## config.mk

```make
export PLATFORM = sky130hd
export DESIGN_NAME = cluster_cfg_dispatcher
export DESIGN_NICKNAME = d
export VERILOG_FILES = /design/src/rtl/cluster_cfg_dispatcher.sv
export SDC_FILE = /design/constraint.sdc
export NUM_CORES = 1
export LEC_CHECK = 0
export ABC_AREA = 1
export BUFFER_PORTS_ARGS = -buffer_cell sky130_fd_sc_hd__buf_2
export CORE_MARGIN = 2
export CORE_UTILIZATION = 50
export CTS_BUF_LIST = sky130_fd_sc_hd__clkbuf_4 sky130_fd_sc_hd__clkbuf_8 sky130_fd_sc_hd__clkbuf_16
export CTS_CLUSTER_DIAMETER = 40
export DETAILED_ROUTE_END_ITERATION = 6
export PLACE_DENSITY = 0.75
export SLEW_MARGIN = 20
export SYNTH_ARGS = -nofsm -noshare
export SYNTH_HDL_FRONTEND = slang
export SYNTH_SLANG_ARGS = --single-unit
export TNS_END_PERCENT = 30
```

## constraint.sdc

```tcl
create_clock -name clk_i -period 3.95 [get_ports clk_i]
set_input_delay 0.5925 -clock clk_i [delete_from_list [all_inputs] [get_ports clk_i]]
set_output_delay 0.5925 -clock clk_i [all_outputs]
set_load 0.05 [all_outputs]
```

## src/rtl/cluster_cfg_dispatcher.sv

```systemverilog
// rtl/cluster_cfg_dispatcher.sv - vsetvl/vsetvli/vsetivli decode, architectural vl/vtype, per-cluster split and in-order config queue
// vtype is packed {vill, vma, vta, vsew[2:0], vlmul[2:0]}; cluster c of cl_vl sits at [c*ClVlW +: ClVlW].
module cluster_cfg_dispatcher #(
  parameter int unsigned NrClusters   = 4,
  parameter int unsigned ClusterVLENB = 64,
  parameter int unsigned CfgDepth     = 4,
  localparam int unsigned MaxVl = ClusterVLENB * NrClusters * 8,
  localparam int unsigned VlW   = $clog2(MaxVl) + 1,
  localparam int unsigned ClVlW = VlW - $clog2(NrClusters)
) (
  input  logic                        clk_i,
  input  logic                        rst_ni,
  input  logic                        req_valid_i,
  output logic                        req_ready_o,
  input  logic [31:0]                 insn_i,
  input  logic [63:0]                 rs1_i,
  input  logic [63:0]                 rs2_i,
  output logic                        resp_valid_o,
  input  logic                        resp_ready_i,
  output logic [63:0]                 resp_vl_o,
  output logic                        cfg_valid_o,
  input  logic                        cfg_ready_i,
  output logic [VlW-1:0]              cfg_vl_o,
  output logic [8:0]                  cfg_vtype_o,
  output logic [NrClusters*ClVlW-1:0] cfg_cl_vl_o,
  output logic [VlW-1:0]              vl_o,
  output logic [8:0]                  vtype_o
);
  localparam int unsigned LogN = $clog2(NrClusters);
  localparam int unsigned PtrW = $clog2(CfgDepth);
  localparam int unsigned CntW = $clog2(CfgDepth + 1);
  localparam int unsigned ClW  = NrClusters * ClVlW;
  localparam int unsigned EntW = VlW + 9 + ClW;
  localparam logic [VlW-1:0] VlenB    = VlW'(ClusterVLENB * NrClusters);
  localparam logic [8:0]     VtypeIll = 9'h100;

  typedef enum logic {IDLE, RESP} state_e;

  state_e          state_q, state_d;
  logic [VlW-1:0]  vl_q, vl_d;
  logic [VlW-1:0]  resp_vl_q, resp_vl_d;
  logic [8:0]      vtype_q, vtype_d;
  logic [EntW-1:0] mem_q [CfgDepth];
  logic [EntW-1:0] mem_d [CfgDepth];
  logic [PtrW-1:0] wr_ptr_q, wr_ptr_d, rd_ptr_q, rd_ptr_d;
  logic [CntW-1:0] count_q, count_d;

  logic              is_vsetvli, is_vsetivli, is_vsetvl, is_cfg;
  logic [63:0]       vtype_raw;
  logic [2:0]        vsew, vlmul;
  logic signed [4:0] lmul_s, sew_s;
  logic              vtype_bad, new_ill;
  logic [4:0]        rd_idx, rs1_idx;
  logic [VlW-1:0]    vlmax, new_vl, rem;
  logic [8:0]        new_vtype;
  logic [ClW-1:0]    new_cl;
  logic              push, pop, accept;

  always_comb begin
    is_vsetvli  = ~insn_i[31];
    is_vsetivli = insn_i[31:30] == 2'b11;
    is_vsetvl   = insn_i[31:25] == 7'b1000000;
    is_cfg      = (insn_i[6:0] == 7'h57) && (insn_i[14:12] == 3'b111) &&
                  (is_vsetvli || is_vsetivli || is_vsetvl);
    rd_idx      = insn_i[11:7];
    rs1_idx     = insn_i[19:15];

    if (is_vsetvli) begin
      vtype_raw = {53'b0, insn_i[30:20]};
    end else if (is_vsetivli) begin
      vtype_raw = {54'b0, insn_i[29:20]};
    end else begin
      vtype_raw = rs2_i;
    end
    vsew   = vtype_raw[5:3];
    vlmul  = vtype_raw[2:0];
    lmul_s = {{2{vlmul[2]}}, vlmul};
    sew_s  = {2'b00, vsew};
    vtype_bad = vtype_raw[63] || (|vtype_raw[62:8]) || (vsew > 3'd3) ||
                (vlmul == 3'd4) || ((lmul_s + 5'sd3) < sew_s);

    // Fractional LMUL encodings 5/6/7 divide by 8/4/2, i.e. shift right by (8 - vlmul).
    vlmax = VlenB >> vsew;
    if (vlmul[2]) begin
      vlmax = vlmax >> (3'd0 - vlmul);
    end else begin
      vlmax = vlmax << vlmul[1:0];
    end

    new_ill = vtype_bad;
    if (is_vsetivli) begin
      new_vl = (VlW'(rs1_idx) < vlmax) ? VlW'(rs1_idx) : vlmax;
    end else if (rs1_idx == 5'd0 && rd_idx == 5'd0) begin
      new_vl = vl_q;
      if (vl_q > vlmax) new_ill = 1'b1;
    end else if (rs1_idx == 5'd0) begin
      new_vl = vlmax;
    end else begin
      new_vl = (rs1_i <= 64'(vlmax)) ? VlW'(rs1_i) : vlmax;
    end

    if (new_ill) begin
      new_vl    = '0;
      new_vtype = VtypeIll;
    end else begin
      new_vtype = {1'b0, vtype_raw[7:0]};
    end

    rem    = new_vl & VlW'(NrClusters - 1);
    new_cl = '0;
    for (int c = 0; c < NrClusters; c++) begin
      new_cl[c*ClVlW +: ClVlW] = ClVlW'(new_vl >> LogN) + ClVlW'(VlW'(c) < rem);
    end
  end

  assign req_ready_o = (state_q == IDLE) && (count_q != CntW'(CfgDepth));
  assign accept      = req_valid_i && req_ready_o;
  assign push        = accept && is_cfg;
  assign pop         = cfg_valid_o && cfg_ready_i;

  always_comb begin
    state_d   = state_q;
    vl_d      = vl_q;
    vtype_d   = vtype_q;
    resp_vl_d = resp_vl_q;
    mem_d     = mem_q;
    wr_ptr_d  = wr_ptr_q;
    rd_ptr_d  = rd_ptr_q;

    if (state_q == RESP && resp_ready_i) state_d = IDLE;
    if (push) begin
      state_d         = RESP;
      vl_d            = new_vl;
      vtype_d         = new_vtype;
      resp_vl_d       = new_vl;
      mem_d[wr_ptr_q] = {new_vl, new_vtype, new_cl};
      wr_ptr_d        = (wr_ptr_q == PtrW'(CfgDepth - 1)) ? '0 : wr_ptr_q + 1'b1;
    end
    if (pop) begin
      rd_ptr_d = (rd_ptr_q == PtrW'(CfgDepth - 1)) ? '0 : rd_ptr_q + 1'b1;
    end
    count_d = count_q + CntW'(push) - CntW'(pop);
  end

  always_ff @(posedge clk_i or negedge rst_ni) begin
    if (!rst_ni) begin
      state_q   <= IDLE;
      vl_q      <= '0;
      vtype_q   <= VtypeIll;
      resp_vl_q <= '0;
      wr_ptr_q  <= '0;
      rd_ptr_q  <= '0;
      count_q   <= '0;
      for (int i = 0; i < CfgDepth; i++) mem_q[i] <= '0;
    end else begin
      state_q   <= state_d;
      vl_q      <= vl_d;
      vtype_q   <= vtype_d;
      resp_vl_q <= resp_vl_d;
      wr_ptr_q  <= wr_ptr_d;
      rd_ptr_q  <= rd_ptr_d;
      count_q   <= count_d;
      mem_q     <= mem_d;
    end
  end

  assign resp_valid_o = (state_q == RESP);
  assign resp_vl_o    = 64'(resp_vl_q);
  assign vl_o         = vl_q;
  assign vtype_o      = vtype_q;
  assign cfg_valid_o  = (count_q != '0);
  assign {cfg_vl_o, cfg_vtype_o, cfg_cl_vl_o} = cfg_valid_o ? mem_q[rd_ptr_q] : '0;

endmodule

```

# Word-level counts from Yosys, hierarchy flattened
# Cells that the tools add are included.
# W data, S select, Z words.
dict set report op_classes {
  addsub 10
  mul 0
  div_mod_pow 0
  magnitude_cmp 12
  n_eq_ne 8
  shift 3
  n_mux 24
  bitwise 4
  n_reduce_logical 20
}
# cell count
set ops {}
lappend ops {{$bwmux W244} 1}
lappend ops {{$mux W61} 4}
lappend ops {{$mux W64} 2}
lappend ops {{$bmux W61 S2} 1}
lappend ops {{$demux W61 S2} 1}
lappend ops {{$mux W12} 7}
lappend ops {{$le A64 B12 Y1} 1}
lappend ops {{$reduce_or A55 Y1} 1}
lappend ops {{$add A10 B1 Y10} 4}
lappend ops {{$eq A7 B7 Y1 const B} 2}
lappend ops {{$gt A12 B12 Y1} 1}
lappend ops {{$lt A5 B12 Y1} 1}
lappend ops {{$shl A12 B2 Y12} 1}
lappend ops {{$shr A12 B3 Y12} 1}
lappend ops {{$shr A9 B3 Y12 const A} 1}
lappend ops {{$logic_not A5 Y1} 2}
lappend ops {{$logic_and A1 B1 Y1} 9}
lappend ops {{$mux W9} 1}
lappend ops {{$eq A2 B2 Y1 const B} 3}
lappend ops {{$eq A3 B3 Y1 const B} 2}
lappend ops {{$ge A3 B3 Y1 const B} 2}
lappend ops {{$logic_or A1 B1 Y1} 6}
lappend ops {{$not A2 Y3} 2}
lappend ops {{$mux W1} 5}
lappend ops {{other kinds (15)} 20}
dict set report word_totals {
  ff_bits 273
  latch_bits 0
  mem_bits_rw 0
  rom_bits 0
  word_cells 91
  n_memories 0
}

# Depth between registers and ports, before layout
# Gate-level depths: netlist of run 1.
dict set report logic_depth {
  ltp_word 15
  mapped_depth 38
  ltp_nobuf 35
}

# Least setup slack after synthesis of run 1
# OpenSTA, ideal clock, no wires.
dict set report synth_path {
  path_type {input port to flip-flop}
  start {input insn_i[31]}
  end {register mem_q[211] in the netlist's numbering}
  setup_ns 0.117
  arrival_ns 5.526
  setup_slack_ns -1.693
  stages 35
  path_buffers 4
  path_cell_list {buf_4 -> nand2_4 -> o21ai_4 -> inv_2 -> buf_2 -> ha_1 -> inv_1 -> clkbuf_1 -> nand3_1 -> a31o_2 -> o22ai_1 -> inv_1 -> ha_1 -> inv_1 -> o31ai_1 -> nand2_1 -> a21oi_1 -> o22ai_1 -> nand2_1 -> clkinv_1 -> buf_2 -> o211ai_1 -> inv_1 -> nor3_1 -> inv_1 -> nor2_1 -> ha_1 -> ha_1 -> nand2_1 -> nor2_2 -> nand2_1 -> nand2_1 -> nand3_1 -> o21ai_1 -> inv_1}
}
dict set report synth_via {
  elab_chain_cells 15
  elab_cells_between_ends 38
  classes_between {3 x add/sub; 6 x order compare; 3 x eq/ne; 3 x shift; 13 x mux; 1 x bitwise; 9 x reduce/logical}
}
# item line
set synth_lines {}
lappend synth_lines {{start, declared} 15} ;# input logic [31:0] insn_i,
lappend synth_lines {{$eq A2 B2 Y1} 61} ;# is_vsetivli = insn_i[31:30] == 2'b11;
lappend synth_lines {{$mux W64} 70} ;# end else if (is_vsetivli) begin
lappend synth_lines {{$mux W64} 68} ;# if (is_vsetvli) begin
lappend synth_lines {{$sub A1 B3 Y3 (tied with other cells)} 85} ;# vlmax = vlmax >> (3'd0 - vlmul);
lappend synth_lines {{$shr A12 B3 Y12 (tied with other cells)} 85}
lappend synth_lines {{$mux W12 / $logic_or A1 B1 Y1 (equally long branches)} {84, 79}}
lappend synth_lines {{$le A64 B12 Y1 / $logic_or A1 B1 Y1 (equally long branches)} {99, 79}}
lappend synth_lines {{$mux W12 / $logic_or A1 B1 Y1 (equally long branches)} {99, 80}}
lappend synth_lines {{$mux W12 / $mux W1 (equally long branches)} {96, 95}}
lappend synth_lines {{$mux W12 / $mux W1 (equally long branches)} 93} ;# end else if (rs1_idx == 5'd0 && rd_idx == 5'd0) begin
lappend synth_lines {{$mux W12 / $mux W1 (equally long branches)} 91} ;# if (is_vsetivli) begin
lappend synth_lines {{$mux W12 (*)} 102} ;# if (new_ill) begin
lappend synth_lines {{via new_vl[1]} 54} ;# logic [VlW-1:0] vlmax, new_vl, rem;
lappend synth_lines {{$lt A2 B2 Y1 (*)} 112} ;# new_cl[c*ClVlW +: ClVlW] = ClVlW'(new_vl >> LogN) + ClVlW'(VlW'(c) < rem);
lappend synth_lines {{$add A10 B1 Y10 (*)} 112}
lappend synth_lines {{$bwmux W244 (*)} 136} ;# mem_d[wr_ptr_q] = {new_vl, new_vtype, new_cl};
lappend synth_lines {{end signal, assigned} 163} ;# mem_q <= mem_d;
lappend synth_lines {{end, declared} 43} ;# logic [EntW-1:0] mem_q [CfgDepth];
# Mark *: on every way through the listed nets, which the timed path passes. The rest lies on a longest branch.
# A chain may end at the register's enable or synchronous reset.

# Final worst setup path of run 1
dict set report layout_path {
  start {input insn_i[31]}
  end {register mem_q[189] in the netlist's numbering}
}
dict set report layout_via {
  elab_chain_cells 15
  elab_cells_between_ends 38
  classes_between {3 x add/sub; 6 x order compare; 3 x eq/ne; 3 x shift; 13 x mux; 1 x bitwise; 9 x reduce/logical}
}
# item line
set layout_lines {}
lappend layout_lines {{$eq A2 B2 Y1} 61}
lappend layout_lines {{$mux W64} 70}
lappend layout_lines {{$mux W64} 68}
lappend layout_lines {{$sub A1 B3 Y3 (tied with other cells)} 85}
lappend layout_lines {{$shr A12 B3 Y12 (tied with other cells)} 85}
lappend layout_lines {{$mux W12 / $logic_or A1 B1 Y1 (equally long branches)} {84, 79}}
lappend layout_lines {{$le A64 B12 Y1 / $logic_or A1 B1 Y1 (equally long branches)} {99, 79}}
lappend layout_lines {{$mux W12 / $logic_or A1 B1 Y1 (equally long branches)} {99, 80}}
lappend layout_lines {{$mux W12 / $mux W1 (equally long branches)} {96, 95}}
lappend layout_lines {{$mux W12 / $mux W1 (equally long branches)} 93}
lappend layout_lines {{$mux W12 / $mux W1 (equally long branches)} 91}
lappend layout_lines {{$mux W12} 102}
lappend layout_lines {{$lt A1 B2 Y1} 112}
lappend layout_lines {{$add A10 B1 Y10} 112}
lappend layout_lines {{$bwmux W244} 136}
# Several ways; a longest one is shown, not always the timed one.

==> results.txt, run 1 <==
GPL Wtd Cong -> 0.949
worst r2r src -> resp_vl_q[9]
Synth area leader -> dfrtp_1
number of flops mapped to enable cells by yosys -> 0
CTS tree -> built
detailed-route via count -> 14300
Seq/Total Area, Yosys -> 41.9%
Largest stage delay, worst path -> 260 ps
final worst-path cycle share -> 109%
synthesized cell area -> 13900 um^2
RSZ-0062 raised after global routing -> true
r2r endpoint -> mem_q[80]
failing checks -> negative setup slack
Cell variety after synth -> 56
worst setup margin -> -349 ps
end point of the critical path -> mem_q[189]
Overall Global Routing Usage -> 30.8%
arrival time worst endpoint -> 4740 ps
largest net degree at the start of global routing -> 138
Crit. End Element -> flop
Layout area overhead -> 32.8%
Slew @ Worst Pin -> 867 ps
Synth top area share -> 41.7%
global route overflow -> 0
Worst Skew -> 17.6 ps
Crit path top cell by count -> ha_4
Power Dens Cells -> 543 nW/um^2
WS Path Type -> input port to flop
Residual DRC -> 0
yosys warns -> 0
Seq cells post-synth -> 233
Post-DRT Antenna Nets -> 0
status -> finished with violations
layout cell share with drive strength beyond 1 -> 32.0%
initial antenna violation count -> 0
Post-synth ARST share -> 100%
DR iter-0 viols -> 1273
shortest period the worst path allows -> 4300 ps
CTS Buf Count -> 34
final setup fails -> 105
floorplan row count -> 61
post-detail-place hpwl -> 30600 um
CORE AREA -> 27600 um^2
Nets -> 2426
drt pass-1 iters -> 6
CP startpoint -> insn_i[31]
vias per std cell -> 5.45
most numerous cell in the Yosys netlist -> nor2_1
Top Ports -> 314
Worst setup SP type -> input port
worst-path fanout max -> 5
Worst Hold Margin -> 27.4 ps
Main synth FF type -> dfrtp_1
top cells by area, synth -> dfrtp_1 (42%), nor2_1 (11%), o21ai_0 (6.9%)
Final Util -> 66.9%
top post-synthesis cells by count -> nor2_1 (391), nand2_1 (237), dfrtp_1 (232), o21ai_0 (193), a21oi_1 (189)
ANT cells -> 0
final-report hold violation count -> 0
Worst Hold Class -> input port to asynchronous set/reset pin
Lkg Pwr -> 0.00929 uW
relative slew slack -> 42.2%
count of pins over their slew limit -> 0
vias in the first global route -> 13600
Reg2Reg Depth -> 18
critical path's slowest cell -> ha_4
root buffer cell -> clkbuf_16
CP required -> 4390 ps
Clock transition at path regs -> 50 ps
max frequency -> 233 MHz
Post-Synthesis Cells -> 1868
final WL -> 45300 um
Max clock buf depth -> 3
CTS sink count -> 233
Synth Area per Inst -> 7.45 um^2
max-cap violations -> 0
R2R Setup Slk -> 670 ps
DIE WIDTH -> 171 um
maximum vdd drop -> 0.000494 V
Die Ht -> 171 um
Port Buffers -> 261
Starting Density -> 50.4%
later-pin clock latency in the skew report -> 510 ps
global-route wire length before repair -> 71500 um
die area -> 29200 um^2
htree depth -> 2
drt wl/cell -> 17.3 um
Power Total -> 10000 uW
==> power breakdown <==
part           internal [uW]  switching, uW  total, uW
registers               2430           36.7       2470
logic                   1190           3450       4650
clock network           1790           1140       2930
==> what timing repair did <==
| action | CTS | global route |
|---|---|---|
| resized for setup | 98 | 128 |
| endpoints found under the setup margin | 130 | 167 |
| setup buffers | 14 | 16 |
| pin swaps | 50 | 51 |
| hold buffers | 0 | 0 |
==> metal layers <==
layer / GRT usage, % / wire length (um) / vias to the layer above
met1: 42.8 / 19200 / 6795
met2: 50.7 / 21600 / 615
met4: 8.77 / 1190 / 0
met3: 4.26 / 3340 / 90
li1: - / - / 6770
met5: 0 / 0 / -
==> final cells by class <==
cell class                 instances  area [um^2]
fill                            2251         9150
multi-input combinational       1376         7750
sequential                       233         5830
timing repair buffer             422         2720
clock buffer                      41          933
inverter                         149          599
tap                              378          473
clock inverter                    17          179
==> critical path, delay by kind of cell <==
kind,cells,cell delay [ps]
adders and majority gates,5,940
and+or+nand+nor,10,1020
buffers and inverters,9,780
AOI/OAI and AO/OA,9,1360
==> layout by cell type, fill, tap and decap left out, drive strengths merged, types with 2 or more instances in the layout <==
cell type / netlist / layout
buf: 87 / 422
nor2: 402 / 402
nand2: 256 / 256
o21ai: 235 / 235
dfrtp: 232 / 232
a21oi: 191 / 191
inv: 145 / 156
nand3: 81 / 81
conb: 1 / 52
ha: 44 / 44
clkbuf: 74 / 41
nand4: 26 / 26
nor4: 24 / 24
o211ai: 10 / 10
clkinv: 4 / 9
or2: 7 / 7
xor2: 7 / 7
mux2i: 6 / 6
nor3: 6 / 6
o22ai: 5 / 5
nor3b: 3 / 3
a211oi: 3 / 3
o2111ai: 3 / 3
a31oi: 2 / 2
o21a: 2 / 2
o31ai: 2 / 2
and2: 2 / 2
==> how the worst min path moves through the flow <==
stage / from / end / slack, ps / cells past startpoint
after floorplan: rst_ni / count_q[0] / 300 / 0
after global placement: mem_q[54] / mem_q[54] / 460 / 2
after detailed placement: mem_q[147] / mem_q[147] / 470 / 2
after CTS: resp_ready_i / resp_valid_o / 260 / 2
after global routing: rst_ni / mem_q[189] / 70 / 1
final: rst_ni / mem_q[189] / 30 / 1
==> registers in the layout, indices dropped and copies added (netlist names) <==
register	flops
count_q	3
mem_q	204
rd_ptr_q	2
resp_valid_o	1
resp_vl_q	12
vtype_o	9
wr_ptr_q	2
==> kinds of logic (layout without fill, tap and decap cells) <==
family,after synthesis,count (layout),synth area share [%]
simple gates,808,808,25.1
compound gates,457,457,17.4
buf+inv,310,629,10.6
flops,233,233,41.9
fa+ha+maj,45,45,4.10
xor+xnor,8,8,0.557
mux,6,6,0.432
other cells,1,52,0.0269
==> through the flow <==
stage          cells  TNS (ps)  worst slack (ps)  instance area (um^2)
2_1_floorplan   1919    -93370             -1020                 14300
3_3_place_gp    2530   -109370              -920                 16200
3_5_place_dp    2530   -134110             -1070                 16200
4_1_cts         2601    -16760              -275                 17800
5_1_grt         2616    -52430              -580                 18500
6_report        2616    -25330              -349                 18500
Note: power is estimated with default switching activity, not from simulation.
==> run 2, diff against run 1 <==
ABC_AREA = unset   (was 1)
PLACE_DENSITY = 0.74   (was 0.75)
==> run 2 against run 1 <==
Effect of this change:
- the run still ends with negative setup slack left
- synthesized cell count fell by 16%
- wire length rose by 12%
- sequential share of layout area fell by 2.9 points
- utilization rose by 3.6 points
- die area rose by 6.0%
- global-route usage rose by 0.25 points
- first-iteration DRC count rose by 11%
- critical path depth fell by 5
- count of clock-buffer cells in the layout fell by 4
- total power fell by 32%
- largest power group is now the clock network
==> results.txt, run 2 <==
status -> finished with violations
failing checks -> negative setup slack
GPL Wtd Cong -> 0.996 (+5.0%)
final-report hold violation count -> 0 (unchanged)
die area -> 30900 um^2 (+6.0%)
Nets -> 2239 (-7.7%)
r2r endpoint -> mem_q[130]
drt pass-1 iters -> 6 (unchanged)
Power Total -> 6800 uW (-32%)
Starting Density -> 51.1% (+0.68 points)
CP delay by family, top -> compound AO/OA/AOI/OAI gates
yosys warns -> 0 (unchanged)
Seq cells post-synth -> 233 (unchanged)
placed cell count -> 2328 (-8.0%)
DR iter-0 viols -> 1418 (+11%)
max-cap violations -> 0 (unchanged)
CTS tree -> built
Worst setup SP type -> input port
Worst Hold Class -> input port to asynchronous set/reset pin
later-pin clock latency in the skew report -> 530 ps (+20 ps)
RSZ-0062 raised after global routing -> true
R2R Setup Slk -> 300 ps (-370 ps)
Main synth FF type -> dfrtp_1
Seq/Total Area, Yosys -> 39.5% (-2.4 points)
most numerous cell in the Yosys netlist -> nand2_1
Synth top area share -> 39.3% (-2.4 points)
post-route cell area -> 20400 um^2 (+10%)
global-route wire length before repair -> 76400 um (+6.9%)
CTS sink count -> 233 (unchanged)
synthesized cell area -> 14800 um^2 (+6.1%)
commonest non-fill, non-tap cell in the layout -> nand2_1
final worst-path cycle share -> 139% (+30 points)
Synth Area per Inst -> 9.38 um^2 (+26%)
final WL -> 50800 um (+12%)
layout cell share with drive strength beyond 1 -> 42.8% (+11 points)
hold_buf cts -> 0 (unchanged)
Largest stage delay, worst path -> 440 ps (+180 ps)
maximum vdd drop -> 0.000275 V (-44%)
multi-input combinational cell area -> 9090 um^2 (+17%)
most frequent cells in the layout -> nand2_1 (300), buf_2 (259), buf_4 (231)
Top Ports -> 314 (unchanged)
fin cells -> 2432 (-7.0%)
Reg2Reg Depth -> 18 (unchanged)
arrival time worst endpoint -> 5880 ps (+1140 ps)
vias in the first global route -> 14200 (+4.3%)
number of flip-flops in the largest register -> 204 (unchanged)
Synth area leader -> dfrtp_1
root buffer cell -> clkbuf_16
DIE WIDTH -> 176 um (+3.0%)
initial antenna violation count -> 0 (unchanged)
Die Ht -> 176 um (+3.0%)
global route overflow -> 0 (unchanged)
Largest Register -> mem_q
Max clock buf depth -> 3 (unchanged)
end point of the critical path -> mem_q[130]
max frequency -> 182 MHz (-22%)
drt wl/cell -> 20.9 um (+21%)
worst slack at placement -> -1960 ps (-894 ps)
Slew @ Worst Pin -> 1310 ps (+442 ps)
Crit. End Element -> flop
Post-DRT Antenna Nets -> 0 (unchanged)
vias per std cell -> 5.98 (+9.6%)
worst setup margin -> -1540 ps (-1190 ps)
top post-synthesis cells by count -> nand2_1 (319), dfrtp_1 (232), o21ai_0 (124), and2_1 (80), buf_4 (78)
Reg area -> 5840 um^2 (about the same)
# fillers -> 2038 (-9.5%)
Post-synth ARST share -> 100% (unchanged)
final setup fails -> 216 (+110%)
CP startpoint -> insn_i[30]
relative slew slack -> 12.6% (-30 points)
Post-Synthesis Cells -> 1575 (-16%)
Lkg Pwr -> 0.0101 uW (+8.2%)
Power Dens Cells -> 334 nW/um^2 (-39%)
critical path's slowest cell -> or4_4
WS Path Type -> input port to flop
top cells by area, synth -> dfrtp_1 (39%), nand2_1 (8.1%), mux4_2 (7.8%)
Residual DRC -> 0 (unchanged)
post-detail-place hpwl -> 33500 um (+9.2%)
CP Buf/Inv Count -> 6 (-3)
number of flops mapped to enable cells by yosys -> 0 (unchanged)
CORE AREA -> 28900 um^2 (+4.7%)
worst r2r src -> resp_vl_q[10]
area post-placement -> 17900 um^2 (+10%)
number of cells on the critical path -> 28 (-15%)
shortest period the worst path allows -> 5490 ps (+1190 ps)
largest net degree at the start of global routing -> 112 (-19%)
detailed-route via count -> 14500 (+1.9%)
worst-path fanout max -> 5 (unchanged)
Overall Global Routing Usage -> 31.1% (+0.25 points)
Cell variety after synth -> 92 (+64%)
Layout area overhead -> 38.0%
Clock transition at path regs -> 60 ps (about the same)
htree depth -> 1 (-1)
ANT cells -> 0 (unchanged)
Worst Skew -> 13.8 ps (-3.79 ps)
CP required -> 4340 ps (-50 ps)
floorplan row count -> 62 (+1.6%)
Port Buffers -> 261 (unchanged)
CTS Buf Count -> 27 (-21%)
count of pins over their slew limit -> 0 (unchanged)
[run 2: cell types whose count changed after synthesis, moves of 18 or more]
cell     previous run  this run
and2_1              2        80
o21ai_0           193       124
nor2_1            391        44
o21ai_1            36        12
nand2_1           237       319
nand3_1            74        34
nand4_1            25        43
inv_1             132        29
a21oi_1           189        15
nor4_1             24        42
mux4_2              0        51
and3_1              0        32
nor3_1              4        35
[run 2: cell families (layout without fill, tap and decap cells)]
| logic type | count (synthesis) | count (layout) | share of synthesized area, % |
|---|---|---|---|
| and+or+nand+nor | 705 | 705 | 24.2 |
| AOI/OAI and AO/OA | 269 | 269 | 12.5 |
| DFF | 233 | 233 | 39.5 |
| buffers and inverters | 207 | 629 | 7.65 |
| muxes | 95 | 95 | 11.1 |
| adders and majority gates | 46 | 46 | 3.93 |
| xor gates and xnor gates | 19 | 19 | 1.13 |
| other | 1 | 52 | 0.0254 |
[run 2: area by class of cell]
cell class	count	area share, %
Multi-Input combinational cell	1186	44.6
Sequential cell	233	28.6
Timing Repair Buffer	550	19.2
Clock buffer	37	3.87
Tap cell	384	2.36
Clock inverter	11	0.773
Inverter	31	0.607
[run 2: worst min-delay path by stage]
stage	startpoint	endpoint	slack (ps)	depth (start not counted)
final	rst_ni	mem_q[168]	150	1
after CTS	rst_ni	mem_q[168]	180	1
after global placement	mem_q[10]	mem_q[10]	450	2
after detailed placement	mem_q[53]	mem_q[53]	450	2
after global routing	rst_ni	mem_q[108]	220	1
after floorplan	rst_ni	count_q[0]	300	0
[run 2: worst register-to-register path, stage by stage, from the launching register on]
cell and delay (ps):
dfrtp_1 450, ha_1 330, nand4_1 140, or3_1 370, nand4_1 140, buf_4 140
buf_4 90, buf_4 90, o211a_4 200, nand3_2 130, buf_4 170, nand2_2 110
ha_4 170, ha_2 190, inv_2 40, nor4_2 120, nand4_1 190, xnor2_2 320
o21ai_1 120
[run 2: routing by layer]
metal  GRT usage (%)  vias up  routed length, um
met5               0        -                  0
met4            10.1        0               2050
met3            4.05      176               4380
met2            51.9      815              24600
met1            42.3     7098              19700
li1                -     6457                  -
[run 2: metrics by stage]
stage	hold slack, ps	setup TNS [ps]	utilization, %
floorplan	297	-223500	-
global placement	445	-280430	61.7
detailed placement	452	-301110	61.7
CTS	177	-153500	68.3
global route	222	-223100	70.5
finish	151	-185870	70.5
[run 2: what timing repair did]
item | 4_1_cts | 5_1_grt
gates resized for setup | 203 | 119
buffers inserted | 40 | 22
endpoints found under the setup margin | 219 | 220
pin swaps | 92 | 98
cloned | 1 | 1
[run 2: power by group]
| group | leakage, uW | total, uW | switching [uW] | internal, uW |
|---|---|---|---|---|
| clock network | 0.000462 | 2620 | 1020 | 1600 |
| logic | 0.00636 | 1640 | 903 | 732 |
| registers | 0.00323 | 2540 | 124 | 2420 |
| total | 0.0101 | 6800 | 2050 | 4760 |
==> run 3, diff against run 2 <==
SKIP_LAST_GASP = 1   (was unset)
SLEW_MARGIN = unset   (was 20)
==> run 3 against run 2 <==
Effect of this change:
- maximum frequency is 1.3% higher
- register-to-register slack worse by 100 ps
- first-iteration DRC count is 8.5% lower
- count of clock-buffer cells in the layout stayed put
- sequential share of layout area is 0.80 points higher
- the flow still finishes with violations (negative setup slack)
- critical path depth is 2 higher
- total power is 0.58% lower
- clock skew is 5.3 ps lower
- cell area is 2.7% lower
- sequential cell count stayed put
==> results.txt, run 3 (synthesis results as in run 2) <==
Pint -> 4750 uW (-0.21%)
max frequency -> 185 MHz (+1.3%)
Post-DRT Antenna Nets -> 0 (unchanged)
max-cap violations -> 0 (unchanged)
Lkg Pwr -> 0.00987 uW (-1.8%)
post-detail-place hpwl -> 33500 um (unchanged)
die area -> 30900 um^2 (unchanged)
Reg2Reg Depth -> 19 (+1)
Max clock buf depth -> 3 (unchanged)
R2R Setup Slk -> 200 ps (-100 ps)
Top Ports -> 314 (unchanged)
final worst-path cycle share -> 137% (-1.8 points)
RSZ-0062 raised after global routing -> true
drt pass-1 iters -> 5 (-1)
sequential share of power -> 37.6% (+0.2 points)
detailed-route via count -> 14300 (-1.4%)
Starting Density -> 51.1% (unchanged)
commonest non-fill, non-tap cell in the layout -> nand2_1
Slew @ Worst Pin -> 1060 ps (-252 ps)
relative slew slack -> 29.4% (+17 points)
shortest period the worst path allows -> 5420 ps (-72.6 ps)
global-route wire length before repair -> 75500 um (-1.2%)
worst r2r src -> resp_vl_q[10]
floorplan row count -> 62 (unchanged)
number of flip-flops in the largest register -> 204 (unchanged)
Largest Register -> mem_q
largest net degree at the start of global routing -> 112 (unchanged)
CP startpoint -> insn_i[30]
Clock transition at path regs -> 60 ps (about the same)
final setup fails -> 220 (+1.9%)
DR iter-0 viols -> 1297 (-8.5%)
htree depth -> 1 (unchanged)
vias in the first global route -> 14100 (-0.78%)
Crit. End Element -> flop
Overall Global Routing Usage -> 30.7% (-0.44 points)
Residual DRC -> 0 (unchanged)
drt wl/cell -> 20.1 um (-3.7%)
initial antenna violation count -> 0 (unchanged)
Worst setup SP type -> input port
end point of the critical path -> mem_q[151]
Die Ht -> 176 um (unchanged)
critical path's slowest cell -> or4_4
CORE AREA -> 28900 um^2 (unchanged)
failing checks -> negative setup slack
worst setup margin -> -1470 ps (+72.6 ps)
maximum vdd drop -> 0.000216 V (-21%)
most frequent cells in the layout -> nand2_1 (313), buf_2 (259), buf_4 (249)
arrival time worst endpoint -> 5810 ps (-70 ps)
Crit path top cell by count -> buf_6
vias per std cell -> 5.91 (-1.3%)
layout cell share with drive strength beyond 1 -> 39.0% (-3.8 points)
final-report hold violation count -> 0 (unchanged)
WS Path Type -> input port to flop
setup TNS -> -203300 ps (-17430 ps)
Port Buffers -> 261 (unchanged)
later-pin clock latency in the skew report -> 530 ps (about the same)
status -> finished with violations
root buffer cell -> clkbuf_16
GPL Wtd Cong -> 0.996 (unchanged)
Worst Hold Class -> input port to asynchronous set/reset pin
CTS tree -> built
Worst Skew -> 8.44 ps (-5.35 ps)
CTS Buf Count -> 27 (unchanged)
DIE WIDTH -> 176 um (unchanged)
worst slack at placement -> -1960 ps (unchanged)
Nets -> 2235 (-0.18%)
Gate power share -> 23.7% (-0.3 points)
Layout area overhead -> 34.3%
r2r endpoint -> mem_q[151]
CP required -> 4350 ps (about the same)
CTS sink count -> 233 (unchanged)
Clk pwr share -> 38.7% (about the same)
global route overflow -> 0 (unchanged)
Power Dens Cells -> 341 nW/um^2 (+2.2%)
count of pins over their slew limit -> 0 (unchanged)
final WL -> 48800 um (-3.9%)
Sw Ratio -> 29.9% (-0.26 points)
worst-path fanout max -> 11 (+6)
NetSw -> 2020 uW (-1.4%)
Largest stage delay, worst path -> 440 ps (about the same)
ANT cells -> 0 (unchanged)
## run 3: worst min path at each step
stage	from	endpoint	slack [ps]
finish	rst_ni	mem_q[168]	140
global route	rst_ni	mem_q[46]	240
CTS	rst_ni	mem_q[168]	180
detailed placement	mem_q[53]	mem_q[53]	450
global placement	mem_q[10]	mem_q[10]	450
floorplan	rst_ni	count_q[0]	300
## run 3: power groups by stage
stage | Clock [uW] | Sequential (uW) | Combinational [uW]
6_report | 2610 | 2550 | 1600
5_1_grt | 2730 | 2560 | 1710
4_1_cts | 2640 | 2550 | 1540
3_5_place_dp | 0 | 2590 | 1460
3_3_place_gp | 0 | 2590 | 1430
2_1_floorplan | 0 | 2480 | 1020
## run 3: layout make-up
| type | count | area [um^2] |
|---|---|---|
| clock inverters | 11 | 158 |
| well taps | 384 | 480 |
| fillers | 2167 | 9100 |
| multi-input cells | 1186 | 8710 |
| inverters | 31 | 121 |
| repair buffers | 546 | 3740 |
| clock buffers | 37 | 788 |
| flip-flops and latches | 233 | 5840 |
## run 3: timing repair
item | in CTS | in global routing
buffers inserted | 40 | 18
resized for setup | 79 | 50
hold endpoints to repair | 0 | 0
cloned | 1 | 0
setup endpoints to repair | 219 | 220
hold buffers | 0 | 0
pin swaps | 65 | 64
## run 3: worst max-delay path: cells and delay by family
kind	cells	cell delay (ps)
simple gates	9	1580
mux	1	270
fa+ha+maj	3	800
compound gates	8	1550
buf+inv	9	1000
## run 3: stage by stage
step                      utilization, %  instance area [um^2]  instances  hold WS (ps)  power [uW]
final                               68.6                 19800       2428           144        6760
after global routing                68.6                 19800       2428           236        7000
after CTS                           67.3                 19500       2414           177        6730
after detailed placement            61.7                 17900       2328           452        4050
after global placement              61.7                 17900       2328           445        4020
after floorplan                        -                 15200       1626           297        3500
## run 3: routing by layer
layer	vias up	track usage [%]	wire length, um
met2	758	51.1	23600
met5	-	0	0
met3	136	3.70	3950
li1	6423	-	-
met4	0	9.44	1620
met1	7022	42.1	19600
